**src/rtl/cu_fsm_mc_if.sv**
```systemverilog
// Control-unit bus: decoder/memory/interrupt inputs and datapath enables.
interface cu_fsm_mc_if #(
  parameter int unsigned IRQ_W = 4,
  parameter int unsigned IDW   = $clog2(IRQ_W)
);
  logic [6:0]       CU_OPCODE;
  logic [2:0]       FUNC3;
  logic             FUNC7_0;
  logic [IRQ_W-1:0] INTR;
  logic             MIE;
  logic             IMEM_READY;
  logic             DMEM_READY;

  logic             PC_WRITE;
  logic             REG_WRITE;
  logic             MEM_WRITE;
  logic             MEM_READ1;
  logic             MEM_READ2;
  logic             CSR_WR;
  logic             MUL_START;
  logic             MRET;
  logic             INT_TAKEN;
  logic             EXC_TAKEN;
  logic [IDW-1:0]   INT_ID;

  // Control unit side.
  modport master (
    input  CU_OPCODE, FUNC3, FUNC7_0, INTR, MIE, IMEM_READY, DMEM_READY,
    output PC_WRITE, REG_WRITE, MEM_WRITE, MEM_READ1, MEM_READ2, CSR_WR,
    output MUL_START, MRET, INT_TAKEN, EXC_TAKEN, INT_ID
  );

  // Decoder / datapath / memory side.
  modport slave (
    output CU_OPCODE, FUNC3, FUNC7_0, INTR, MIE, IMEM_READY, DMEM_READY,
    input  PC_WRITE, REG_WRITE, MEM_WRITE, MEM_READ1, MEM_READ2, CSR_WR,
    input  MUL_START, MRET, INT_TAKEN, EXC_TAKEN, INT_ID
  );
endinterface

```
**src/rtl/cu_fsm_mc.sv**
```systemverilog
// Multicycle RISC-V control unit: fetch/execute sequencing with memory wait
// states, MUL/DIV stall, prioritised interrupt entry and illegal-op trapping.
module cu_fsm_mc #(
  parameter int unsigned IRQ_W   = 4,
  parameter int unsigned MUL_LAT = 4,
  parameter int unsigned IDW     = $clog2(IRQ_W)
) (
  input logic         CLK,
  input logic         RST_N,
  cu_fsm_mc_if.master bus
);

  localparam logic [6:0] OpLui    = 7'b0110111;
  localparam logic [6:0] OpAuipc  = 7'b0010111;
  localparam logic [6:0] OpJal    = 7'b1101111;
  localparam logic [6:0] OpJalr   = 7'b1100111;
  localparam logic [6:0] OpImm    = 7'b0010011;
  localparam logic [6:0] OpOp     = 7'b0110011;
  localparam logic [6:0] OpBranch = 7'b1100011;
  localparam logic [6:0] OpLoad   = 7'b0000011;
  localparam logic [6:0] OpStore  = 7'b0100011;
  localparam logic [6:0] OpSystem = 7'b1110011;

  localparam bit          MulEn   = (MUL_LAT != 0);
  localparam int unsigned CW      = (MUL_LAT > 1) ? $clog2(MUL_LAT) : 1;
  localparam logic [CW-1:0] CntLoad = (MUL_LAT > 0) ? CW'(MUL_LAT - 1) : '0;

  typedef enum logic [2:0] {
    StFetch, StExecute, StLdWait, StStWait, StWb, StMul, StInterrupt, StTrap
  } state_e;

  state_e          state_q, state_d;
  logic [CW-1:0]   cnt_q, cnt_d;
  logic [IDW-1:0]  int_id_q;
  logic [IDW-1:0]  irq_id;
  logic            pend, done, take_int;
  logic            pc_write, reg_write, mem_write, mem_read1, mem_read2;
  logic            csr_wr, mul_start, mret, int_taken, exc_taken;

  assign pend     = bus.MIE & (|bus.INTR);
  assign take_int = done & pend;

  // Lowest set request line wins.
  always_comb begin
    irq_id = '0;
    for (int i = int'(IRQ_W) - 1; i >= 0; i--) begin
      if (bus.INTR[i]) irq_id = IDW'(i);
    end
  end

  // State, MUL counter and interrupt-id registers.
  always_ff @(posedge CLK or negedge RST_N) begin
    if (!RST_N) begin
      state_q  <= StFetch;
      cnt_q    <= '0;
      int_id_q <= '0;
    end else begin
      state_q <= state_d;
      cnt_q   <= cnt_d;
      if (take_int) int_id_q <= irq_id;
    end
  end

  // Next-state and datapath enables.
  always_comb begin
    state_d   = state_q;
    cnt_d     = cnt_q;
    done      = 1'b0;
    pc_write  = 1'b0;
    reg_write = 1'b0;
    mem_write = 1'b0;
    mem_read1 = 1'b0;
    mem_read2 = 1'b0;
    csr_wr    = 1'b0;
    mul_start = 1'b0;
    mret      = 1'b0;
    int_taken = 1'b0;
    exc_taken = 1'b0;
    unique case (state_q)
      StFetch: begin
        mem_read1 = 1'b1;
        if (bus.IMEM_READY) state_d = StExecute;
      end
      StExecute: begin
        case (bus.CU_OPCODE)
          OpLui, OpAuipc, OpJal, OpJalr, OpImm: begin
            pc_write  = 1'b1;
            reg_write = 1'b1;
            done      = 1'b1;
          end
          OpOp: begin
            if (bus.FUNC7_0 && MulEn) begin
              mul_start = 1'b1;
              cnt_d     = CntLoad;
              state_d   = StMul;
            end else begin
              pc_write  = 1'b1;
              reg_write = 1'b1;
              done      = 1'b1;
            end
          end
          OpBranch: begin
            pc_write = 1'b1;
            done     = 1'b1;
          end
          OpLoad: begin
            mem_read2 = 1'b1;
            state_d   = bus.DMEM_READY ? StWb : StLdWait;
          end
          OpStore: begin
            mem_write = 1'b1;
            if (bus.DMEM_READY) begin
              pc_write = 1'b1;
              done     = 1'b1;
            end else begin
              state_d = StStWait;
            end
          end
          OpSystem: begin
            case (bus.FUNC3)
              3'd0: begin
                pc_write = 1'b1;
                mret     = 1'b1;
                done     = 1'b1;
              end
              3'd4: state_d = StTrap;
              default: begin
                pc_write  = 1'b1;
                reg_write = 1'b1;
                csr_wr    = 1'b1;
                done      = 1'b1;
              end
            endcase
          end
          default: state_d = StTrap;
        endcase
      end
      StLdWait: begin
        mem_read2 = 1'b1;
        if (bus.DMEM_READY) state_d = StWb;
      end
      StStWait: begin
        mem_write = 1'b1;
        if (bus.DMEM_READY) begin
          pc_write = 1'b1;
          done     = 1'b1;
        end
      end
      StWb: begin
        reg_write = 1'b1;
        pc_write  = 1'b1;
        done      = 1'b1;
      end
      StMul: begin
        if (cnt_q == '0) begin
          reg_write = 1'b1;
          pc_write  = 1'b1;
          done      = 1'b1;
        end else begin
          cnt_d = cnt_q - CW'(1);
        end
      end
      StInterrupt: begin
        pc_write  = 1'b1;
        int_taken = 1'b1;
        state_d   = StFetch;
      end
      StTrap: begin
        pc_write  = 1'b1;
        exc_taken = 1'b1;
        state_d   = StFetch;
      end
      default: state_d = StFetch;
    endcase
    // Interrupts are only sampled at instruction boundaries.
    if (done) state_d = pend ? StInterrupt : StFetch;
  end

  // Outputs forced low while reset is asserted.
  always_comb begin
    bus.PC_WRITE  = RST_N & pc_write;
    bus.REG_WRITE = RST_N & reg_write;
    bus.MEM_WRITE = RST_N & mem_write;
    bus.MEM_READ1 = RST_N & mem_read1;
    bus.MEM_READ2 = RST_N & mem_read2;
    bus.CSR_WR    = RST_N & csr_wr;
    bus.MUL_START = RST_N & mul_start;
    bus.MRET      = RST_N & mret;
    bus.INT_TAKEN = RST_N & int_taken;
    bus.EXC_TAKEN = RST_N & exc_taken;
    bus.INT_ID    = int_id_q;
  end

endmodule

```
**src/flat_wrapper.sv**
```systemverilog
// flat-port wrapper written by rule: the top's interface ports become plain ports
module cu_fsm_mc_flat 
#(
  parameter int unsigned IRQ_W   = 4,
  parameter int unsigned MUL_LAT = 4,
  parameter int unsigned IDW     = $clog2(IRQ_W)
)
  (CLK, RST_N, bus_CU_OPCODE, bus_FUNC3, bus_FUNC7_0, bus_INTR, bus_MIE, bus_IMEM_READY, bus_DMEM_READY, bus_PC_WRITE, bus_REG_WRITE, bus_MEM_WRITE, bus_MEM_READ1, bus_MEM_READ2, bus_CSR_WR, bus_MUL_START, bus_MRET, bus_INT_TAKEN, bus_EXC_TAKEN, bus_INT_ID);
  cu_fsm_mc_if #(.IRQ_W(IRQ_W), .IDW(IDW)) bus_i ();
  input logic CLK;
  input logic RST_N;
  input wire logic [$bits(bus_i.CU_OPCODE)-1:0] bus_CU_OPCODE;
  input wire logic [$bits(bus_i.FUNC3)-1:0] bus_FUNC3;
  input wire logic [$bits(bus_i.FUNC7_0)-1:0] bus_FUNC7_0;
  input wire logic [$bits(bus_i.INTR)-1:0] bus_INTR;
  input wire logic [$bits(bus_i.MIE)-1:0] bus_MIE;
  input wire logic [$bits(bus_i.IMEM_READY)-1:0] bus_IMEM_READY;
  input wire logic [$bits(bus_i.DMEM_READY)-1:0] bus_DMEM_READY;
  output wire logic [$bits(bus_i.PC_WRITE)-1:0] bus_PC_WRITE;
  output wire logic [$bits(bus_i.REG_WRITE)-1:0] bus_REG_WRITE;
  output wire logic [$bits(bus_i.MEM_WRITE)-1:0] bus_MEM_WRITE;
  output wire logic [$bits(bus_i.MEM_READ1)-1:0] bus_MEM_READ1;
  output wire logic [$bits(bus_i.MEM_READ2)-1:0] bus_MEM_READ2;
  output wire logic [$bits(bus_i.CSR_WR)-1:0] bus_CSR_WR;
  output wire logic [$bits(bus_i.MUL_START)-1:0] bus_MUL_START;
  output wire logic [$bits(bus_i.MRET)-1:0] bus_MRET;
  output wire logic [$bits(bus_i.INT_TAKEN)-1:0] bus_INT_TAKEN;
  output wire logic [$bits(bus_i.EXC_TAKEN)-1:0] bus_EXC_TAKEN;
  output wire logic [$bits(bus_i.INT_ID)-1:0] bus_INT_ID;
  assign bus_i.CU_OPCODE = bus_CU_OPCODE;
  assign bus_i.FUNC3 = bus_FUNC3;
  assign bus_i.FUNC7_0 = bus_FUNC7_0;
  assign bus_i.INTR = bus_INTR;
  assign bus_i.MIE = bus_MIE;
  assign bus_i.IMEM_READY = bus_IMEM_READY;
  assign bus_i.DMEM_READY = bus_DMEM_READY;
  assign bus_PC_WRITE = bus_i.PC_WRITE;
  assign bus_REG_WRITE = bus_i.REG_WRITE;
  assign bus_MEM_WRITE = bus_i.MEM_WRITE;
  assign bus_MEM_READ1 = bus_i.MEM_READ1;
  assign bus_MEM_READ2 = bus_i.MEM_READ2;
  assign bus_CSR_WR = bus_i.CSR_WR;
  assign bus_MUL_START = bus_i.MUL_START;
  assign bus_MRET = bus_i.MRET;
  assign bus_INT_TAKEN = bus_i.INT_TAKEN;
  assign bus_EXC_TAKEN = bus_i.EXC_TAKEN;
  assign bus_INT_ID = bus_i.INT_ID;
  cu_fsm_mc #(.IRQ_W(IRQ_W), .MUL_LAT(MUL_LAT), .IDW(IDW)) u_core (.CLK(CLK), .RST_N(RST_N), .bus(bus_i));
endmodule
```
**config.mk**
```make
export PLATFORM = sky130hd
export DESIGN_NAME = cu_fsm_mc_flat
export DESIGN_NICKNAME = d
export VERILOG_FILES = /design/src/rtl/cu_fsm_mc_if.sv /design/src/rtl/cu_fsm_mc.sv /design/src/flat_wrapper.sv
export SDC_FILE = /design/constraint.sdc
export NUM_CORES = 1
export LEC_CHECK = 0
export CAP_MARGIN = 20
export CORE_UTILIZATION = 46
export CTS_CLUSTER_DIAMETER = 80
export DETAILED_ROUTE_END_ITERATION = 8
export PLACE_DENSITY = 0.85
export SLEW_MARGIN = 20
export SYNTH_ARGS = -nofsm -noshare
export SYNTH_HDL_FRONTEND = slang
export SYNTH_SLANG_ARGS = --single-unit
```
**constraint.sdc**
```tcl
create_clock -name CLK -period 2.6 [get_ports CLK]
set_input_delay 0.39 -clock CLK [delete_from_list [all_inputs] [get_ports CLK]]
set_output_delay 0.39 -clock CLK [all_outputs]
set_load 0.005 [all_outputs]
```
Word-level counts from Yosys, hierarchy flattened
Cells that the tools add are included.

storage, ports and cells
  bits in registers = 7
  input port bits = 20
  output and inout port bits = 12
  word-level logic and storage cells = 99

cells by class
  add/sub/neg operators = 1
  equal/unequal tests = 27
  muxes and demuxes = 43
  bitwise gates (word level) = 12
  reduce and logical (&&, ||, !) cells = 13

operators by type and width
  cell                                                   count
  equality test 7 bit, second input constant             4
  two-way mux 3 bit                                      8
  equality test 7 x 6 -> 1 bit, second input constant    3
  two-way mux 1 bit                                      18
  equality test 3 bit, second input constant             5
  one-hot mux 3 bit (5 select lines)                     1
  equality test 7 x 5 -> 1 bit, second input constant    2
  two-way mux 2 bit                                      7
  bitwise AND 1 bit                                      12
  inequality test 4 x 3 -> 1 bit, second input constant  3
  one-hot mux 1 bit (4 select lines)                     3
  one-hot mux 3 bit (4 select lines)                     1
  inequality test 3 x 2 -> 1 bit, second input constant  3
  equality test 7 x 2 -> 1 bit, second input constant    1
  AND reduction 7 bit                                    1
  equality test 3 x 2 -> 1 bit, second input constant    2
  logical NOT 3 bit                                      2
  inequality test 2 bit, second input constant           3
  one-hot mux 1 bit (3 select lines)                     2
  OR reduction 6 bit                                     1
  nonzero test 5 bit                                     1
  OR reduction 5 bit                                     1
  one-hot mux 1 bit (2 select lines)                     2
  one-hot mux 2 bit (2 select lines)                     1
  8 further kinds                                        9

Logic depth before layout (Yosys ltp)
Gate-level depths: netlist of the first run.

  word-level depth = 6
  depth in mapped cells = 6
  depth with buffers taken out = 6

Worst setup path after synthesis of the first run
OpenSTA, ideal clock, no wires.

  kind = input-to-output
  from = input port bus_CU_OPCODE[3]
  to = output port bus_MRET
  arrival = 1.441 ns
  data required time = 2.210 ns
  setup slack = 0.769 ns
  stages = 4
  path buffers = 0
  cell sequence = and4bb_2 nand3_2 or4_4 nor3_1

between the ends
  word-level cells in the longest chain between the ends = 4

RTL lines
  element              RTL line            RTL
  from (decl)          flat_wrapper.sv:12  input wire logic [$bits(bus_i.CU_OPCODE)-1:0] bus_CU_OPCODE;
  equality test 7 bit  cu_fsm_mc.sv:85     case (bus.CU_OPCODE)
  two-way mux 1 bit    cu_fsm_mc.sv:85
  two-way mux 1 bit    cu_fsm_mc.sv:79     unique case (state_q)
  bitwise AND 1 bit    cu_fsm_mc.sv:188    bus.MRET = RST_N & mret;
  to (decl)            flat_wrapper.sv:26  output wire logic [$bits(bus_i.MRET)-1:0] bus_MRET;

Every way passes these cells.

Final worst setup path of the first run
  from = input port bus_CU_OPCODE[3]
  to = output port bus_CSR_WR

between the ends
  word-level cells in the longest chain between the ends = 4

RTL lines
  element              RTL line            RTL
  equality test 7 bit  cu_fsm_mc.sv:85
  two-way mux 1 bit    cu_fsm_mc.sv:85
  two-way mux 1 bit    cu_fsm_mc.sv:79
  bitwise AND 1 bit    cu_fsm_mc.sv:186    bus.CSR_WR = RST_N & csr_wr;
  to (decl)            flat_wrapper.sv:24  output wire logic [$bits(bus_i.CSR_WR)-1:0] bus_CSR_WR;

Every way passes these cells.

==> results_dict.tcl, run 1 <==
set metrics [dict create \
    final_cells 164 \
    gp_congestion 0.8482 \
    total_power_mw 0.9127 \
    synth_edf_count 0 \
    drive_above_1_share 0.2703 \
    totalWireLength_um 2349 \
    grt_pass1_vias 929 \
    outcome "complete, but fails checks" \
    async_flop_share 1.000 \
    clkLatencyLatePin_ns 0.25 \
    yosys.cell_types.count 42 \
    setup_viol 0 \
    clkSlewWorstSetupHoldPaths_ns 0.05 \
    rows 14 \
    r2r_setup_slack_ns 0.86 \
    grt_pass1_wl_um 3767 \
    antenna_cells 0 \
    cap_violations 0 \
    fin_setup_tns_ns 0 \
    vdd_drop_max_mv 0.6462 \
    holdBufCountCts 0 \
    fill_cells 96 \
    skew_ns 0.004030 \
    required_ns 2.21 \
    synth_compound_area_frac 0.3087 \
    syn-cell-area_um2 794.5 \
    htree_num_levels 1 \
    syn_nets 120 \
    fin_util 0.8266 \
    worstPathArrival_ns 2.13 \
    dieArea_um2 1897 \
    path_max_fanout 4 \
    p_per_area_nw_per_um2 708.2 \
    vias_per_cell 5.835 \
    stdcell_area_um2 1289 \
    io_pins 32 \
    cts_tree "yes" \
    worst_pin_slew_ns 0.5894 \
    yosysSeqAreaShare 0.2205 \
    fin_crit_sh 0.9703 \
    synthMuxAreaShare 0.03937 \
    synthFlopType "dfrtp_1" \
    avgRoutedWirePerCell_um 14.32 \
    finalHoldViolCount 0 \
    drt-pass1-iter-count 6 \
    syn_avg_cell_area_um2 8.025 \
    ys_seq_elements 7 \
    placed_area_um2 1235 \
    slew_headroom 0.6029 \
    numPortBuffers 31 \
    yosysTopAreaCell "dfrtp_1" \
    core_um2 1559 \
    clockBufferDepth 2 \
    cp-end-kind "output pin" \
    violations "design-rule violations" \
    gr-usage-all-layers 0.2632 \
    final_nets 170 \
    synthCells 99 \
    cts_buffers 3 \
    yosysWarnings 0 \
    route.detailed.drc 6 \
    drtIter0Drc 20 \
    synth_xor_area_frac 0 \
    grt-ovfl-total 0 \
    synth_top_family_by_area "simple AND/OR/NAND/NOR gates" \
    p_leak_nw 0.5608 \
    area.growth.synth_to_final_pct 62.21 \
    timing.fmax_mhz 396.4 \
    min_period_ns 2.523 \
    via_count 957 \
    die_w_um 43.56 \
    antenna_found_initial 0 \
    crit_path_start_kind "input pin" \
    synth-simple-area-share 0.3512 \
    fin_ws_ns 0.07731 \
    critPathKind "in2out" \
    fin_hold_ws_ns 0.4449 \
    yosysTopAreaCellShare 0.2205 \
    initial_core_util 0.5096 \
    dp_hpwl_um 1907 \
    slew_violations 0 \
    clockRootBuffer "clkbuf_4" \
    pre_cts_ws_ns -0.1581 \
    clock-sinks 7 \
    antenna_left 0 \
    synthAdderAreaFrac 0.01575 \
    die_h_um 43.56 \
    synthTopCellsByArea "dfrtp_1 22%, a2bb2oi_2 5.7%, o21ai_0 4.4%" \
    grt_start_max_net_pins 13 \
    min_path_type "in2async" \
    placed_cells 159 \
]
[layer usage]
| metal | routed length [µm] | track usage |
|---|---|---|
| met1 | 924 | 0.2805 |
| met3 | 138 | 0.05417 |
| met5 | 0 | 0 |
| met4 | 52 | 0.1688 |
| met2 | 1234 | 0.4657 |
[critical path: stages]
cell	delay [ns]
clkdlybuf4s50_1	0.43
and4bb_2	0.32
nand3_2	0.10
or4_4	0.46
buf_4	0.15
nor3b_2	0.14
clkbuf_2	0.14
[flip-flops by register name, summed over array words and instances, names as in the netlist]
signal,flops
u_core.state_q,3
u_core.bus.INT_ID,2
u_core.cnt_q,2
[layout make-up]
cell class | instances | area, µm² | share of cell area
clock buffers | 4 | 26.28 | 0.02039
multi-input cells | 80 | 596.8 | 0.4631
repair buffers | 50 | 444.2 | 0.3447
well taps | 16 | 20.02 | 0.01553
flip-flops and latches | 7 | 175.2 | 0.1359
inverters | 7 | 26.28 | 0.02039
[Yosys cell counts, types with 2 or more instances]
cell and count:
nor2_1 9, dfrtp_1 7, o21ai_0 7, inv_1 6, nand2_1 6, a21oi_1 5, nand2b_1 4, nor3_1 4
a2bb2oi_2 3, nor3b_1 3, o211ai_1 3, o21a_1 3, o32a_1 3, a31oi_1 2, and2_1 2, and3b_1 2
buf_2 2, clkbuf_1 2, mux2i_1 2, nor3b_2 2
[kinds of logic (layout without fill, tap and decap cells)]
| logic type | Yosys count | in the layout |
|---|---|---|
| AOI/OAI and AO/OA | 32 | 32 |
| adders and majority gates | 1 | 1 |
| buffers and inverters | 12 | 61 |
| DFF | 7 | 7 |
| muxes | 3 | 3 |
| and+or+nand+nor | 44 | 44 |
[report_power, final]
| group | internal [mW] | switching (mW) | total [mW] |
|---|---|---|---|
| registers | 0.166 | 0.0654 | 0.232 |
| logic | 0.314 | 0.273 | 0.588 |
| clock network | 0.0583 | 0.0355 | 0.0937 |
[path summary, 6_finish.rpt]
path	startpoint	end	cells past startpoint
max in group asynchronous	RST_N	u_core.state_q[0]	2
hold reg to reg	u_core.cnt_q[1]	u_core.cnt_q[1]	1
min in group CLK	u_core.cnt_q[1]	u_core.cnt_q[1]	1
setup reg to reg	u_core.state_q[0]	u_core.state_q[1]	5
hold / removal	RST_N	u_core.state_q[2]	2
setup / recovery	bus_CU_OPCODE[3]	bus_CSR_WR	7
[placed cells by master, fill, tap and decap left out, types with 2 or more instances in the layout]
master	instances
o32a_1	3
buf_4	19
clkbuf_4	3
nor3b_1	3
dlygate4sd2_1	5
nand2b_1	4
a31oi_1	2
o21ai_0	7
and3b_1	2
o21a_1	3
mux2i_1	2
inv_1	6
dfrtp_1	7
nor3b_2	2
clkdlybuf4s50_1	24
nor3_1	3
o211ai_1	3
nor2_1	8
a21oi_1	5
a2bb2oi_2	3
and2_1	2
nand2_1	6
[repair_timing]
action,4_1_cts,5_1_grt
gates resized for setup,9,4
hold endpoints to repair,0,0
gates cloned,0,0
pin swaps,3,1
buffers inserted,1,0
endpoints found under the setup margin,7,2
Note: power is estimated with default switching activity, not from simulation.
==> inputs of run 2 (changes only) <==
--- a/config.mk
+++ b/config.mk
@@ -5,11 +5,12 @@
 export SDC_FILE = /design/constraint.sdc
 export NUM_CORES = 1
 export LEC_CHECK = 0
+export ABC_CLOCK_PERIOD_IN_PS = 2600
 export CAP_MARGIN = 20
 export CORE_UTILIZATION = 46
 export CTS_CLUSTER_DIAMETER = 80
 export DETAILED_ROUTE_END_ITERATION = 8
-export PLACE_DENSITY = 0.85
+export PLACE_DENSITY_LB_ADDON = 0.2
 export SLEW_MARGIN = 20
 export SYNTH_ARGS = -nofsm -noshare
 export SYNTH_HDL_FRONTEND = slang
==> results_dict.tcl, run 2 (same netlist as run 1, synthesis figures left out) <==
set metrics [dict create \
    outcome "complete, but fails checks" \
    violations "design-rule violations" \
    clockBufferDepth 2 \
    path_max_fanout 4 \
    holdBufCountCts 0 \
    area.growth.synth_to_final_pct 58.43 \
    vias_per_cell 5.794 \
    via_count 927 \
    grt_pass1_wl_um 3719 \
    required_ns 2.21 \
    min_path_type "in2async" \
    route.detailed.drc 4 \
    grt_use_met2 0.4806 \
    grt_start_max_net_pins 15 \
    drive_above_1_share 0.2361 \
    io_pins 32 \
    clock-sinks 7 \
    critPathKind "in2out" \
    final_cells 160 \
    drtIter0Drc 21 \
    use_met3 0.04167 \
    die_w_um 43.56 \
    worst_pin_slew_ns 0.5204 \
    p_sw_frac 0.4077 \
    clkLatencyLatePin_ns 0.23 \
    final_nets 166 \
    fin_util 0.8074 \
    setup_viol 0 \
    cts_buffers 3 \
    vdd_drop_max_mv 0.7678 \
    skew_ns 0.002122 \
    clockRootBuffer "clkbuf_4" \
    grt_pass1_vias 902 \
    postCtsSetupBuffers 0 \
    avgRoutedWirePerCell_um 13.61 \
    numPortBuffers 31 \
    antenna_left 0 \
    largest_reg_flops 3 \
    antenna_found_initial 0 \
    die_h_um 43.56 \
    crit_path_start_kind "input pin" \
    layout_common_cells "23 x clkdlybuf4s50_1, 15 x buf_4, 9 x nor2_1" \
    comb_power_share 0.647 \
    drt-pass1-iter-count 6 \
    antenna_cells 0 \
    stdcell_area_um2 1259 \
    timing.fmax_mhz 400.1 \
    cp-end-kind "output pin" \
    grt_busiest_layer "met2" \
    rows 14 \
    dp_hpwl_um 1813 \
    min_period_ns 2.499 \
    placed_area_um2 1212 \
    p_clk_frac 0.100 \
    worstPathArrival_ns 2.11 \
    power_frac_seq 0.253 \
    fin_ws_ns 0.1006 \
    p_switching_mw 0.3639 \
    finalHoldViolCount 0 \
    core_um2 1559 \
    grt_use_met1 0.3115 \
    rsz0062_at_grt "no" \
    p_leak_nw 0.5449 \
    cap_violations 0 \
    fill_cells 123 \
    pre_cts_ws_ns -0.1781 \
    htree_num_levels 1 \
    dieArea_um2 1897 \
    placed_cells 156 \
    internal-power_mw 0.5285 \
    slew_violations 0 \
    fin_crit_sh 0.9613 \
    p_per_area_nw_per_um2 709.0 \
    gr-usage-all-layers 0.2613 \
    slew_headroom 0.6494 \
    cts_tree "yes" \
    grt-ovfl-total 0 \
    totalWireLength_um 2177 \
    gp_congestion 0.8031 \
    final_common_cell "clkdlybuf4s50_1" \
    clkSlewWorstSetupHoldPaths_ns 0.05 \
    fin_hold_ws_ns 0.4684 \
    initial_core_util 0.5096 \
    regMostFlops "u_core.state_q" \
]
[run 2: worst paths after layout]
kind	cells after the start	to	slack, ns	startpoint
worst max-delay path	6	bus_CSR_WR	0.10	bus_CU_OPCODE[3]
worst min-delay path	2	u_core.state_q[1]	0.47	RST_N
worst max register to register	6	u_core.state_q[2]	0.81	u_core.state_q[1]
worst min register to register	1	u_core.cnt_q[1]	0.51	u_core.cnt_q[1]
max in group asynchronous	2	u_core.state_q[2]	2.00	RST_N
min in group CLK	1	u_core.cnt_q[1]	0.51	u_core.cnt_q[1]
[run 2: final cells by class]
cell class / instances / area (µm²) / area share
Inverter: 7 / 26.28 / 0.02087
Multi-Input combinational cell: 80 / 594.3 / 0.4722
Tap cell: 16 / 20.02 / 0.01590
Sequential cell: 7 / 175.2 / 0.1392
Clock buffer: 4 / 26.28 / 0.02087
Timing Repair Buffer: 46 / 416.7 / 0.3310
[run 2: per-layer routing]
layer / vias to the layer above / part of all wire
li1: 468 / -
met1: 427 / 0.42
met2: 30 / 0.53
met3: 2 / 0.047
met4: 0 / 0.0073
met5: - / 0
[run 2: critical path, cell delays in order]
cell	delay (ns)
clkdlybuf4s50_1	0.42
and4bb_2	0.32
nand3_2	0.10
or4_4	0.46
nor3b_2	0.17
dlygate4sd2_1	0.25
[run 2: what timing repair did]
| item | in CTS | in global routing |
|---|---|---|
| endpoints found under the hold margin | 0 | 0 |
| endpoints found under the setup margin | 6 | 1 |
| resized for setup | 8 | 3 |
[run 2: power groups by stage]
stage,Clock [mW],Combinational (mW),Sequential [mW]
3_5_place_dp,0,0.576,0.225
4_1_cts,0.0932,0.569,0.224
3_3_place_gp,0,0.555,0.221
2_1_floorplan,0,0.379,0.206
6_report,0.0893,0.577,0.226
5_1_grt,0.0974,0.643,0.233
[run 2: through the flow]
stage	setup TNS, ns	total power [mW]
after floorplan	0	0.5855
after global placement	-0.4102	0.7765
after detailed placement	-0.6896	0.8009
after CTS	0	0.8857
after global routing	0	0.9729
final	0	0.8924
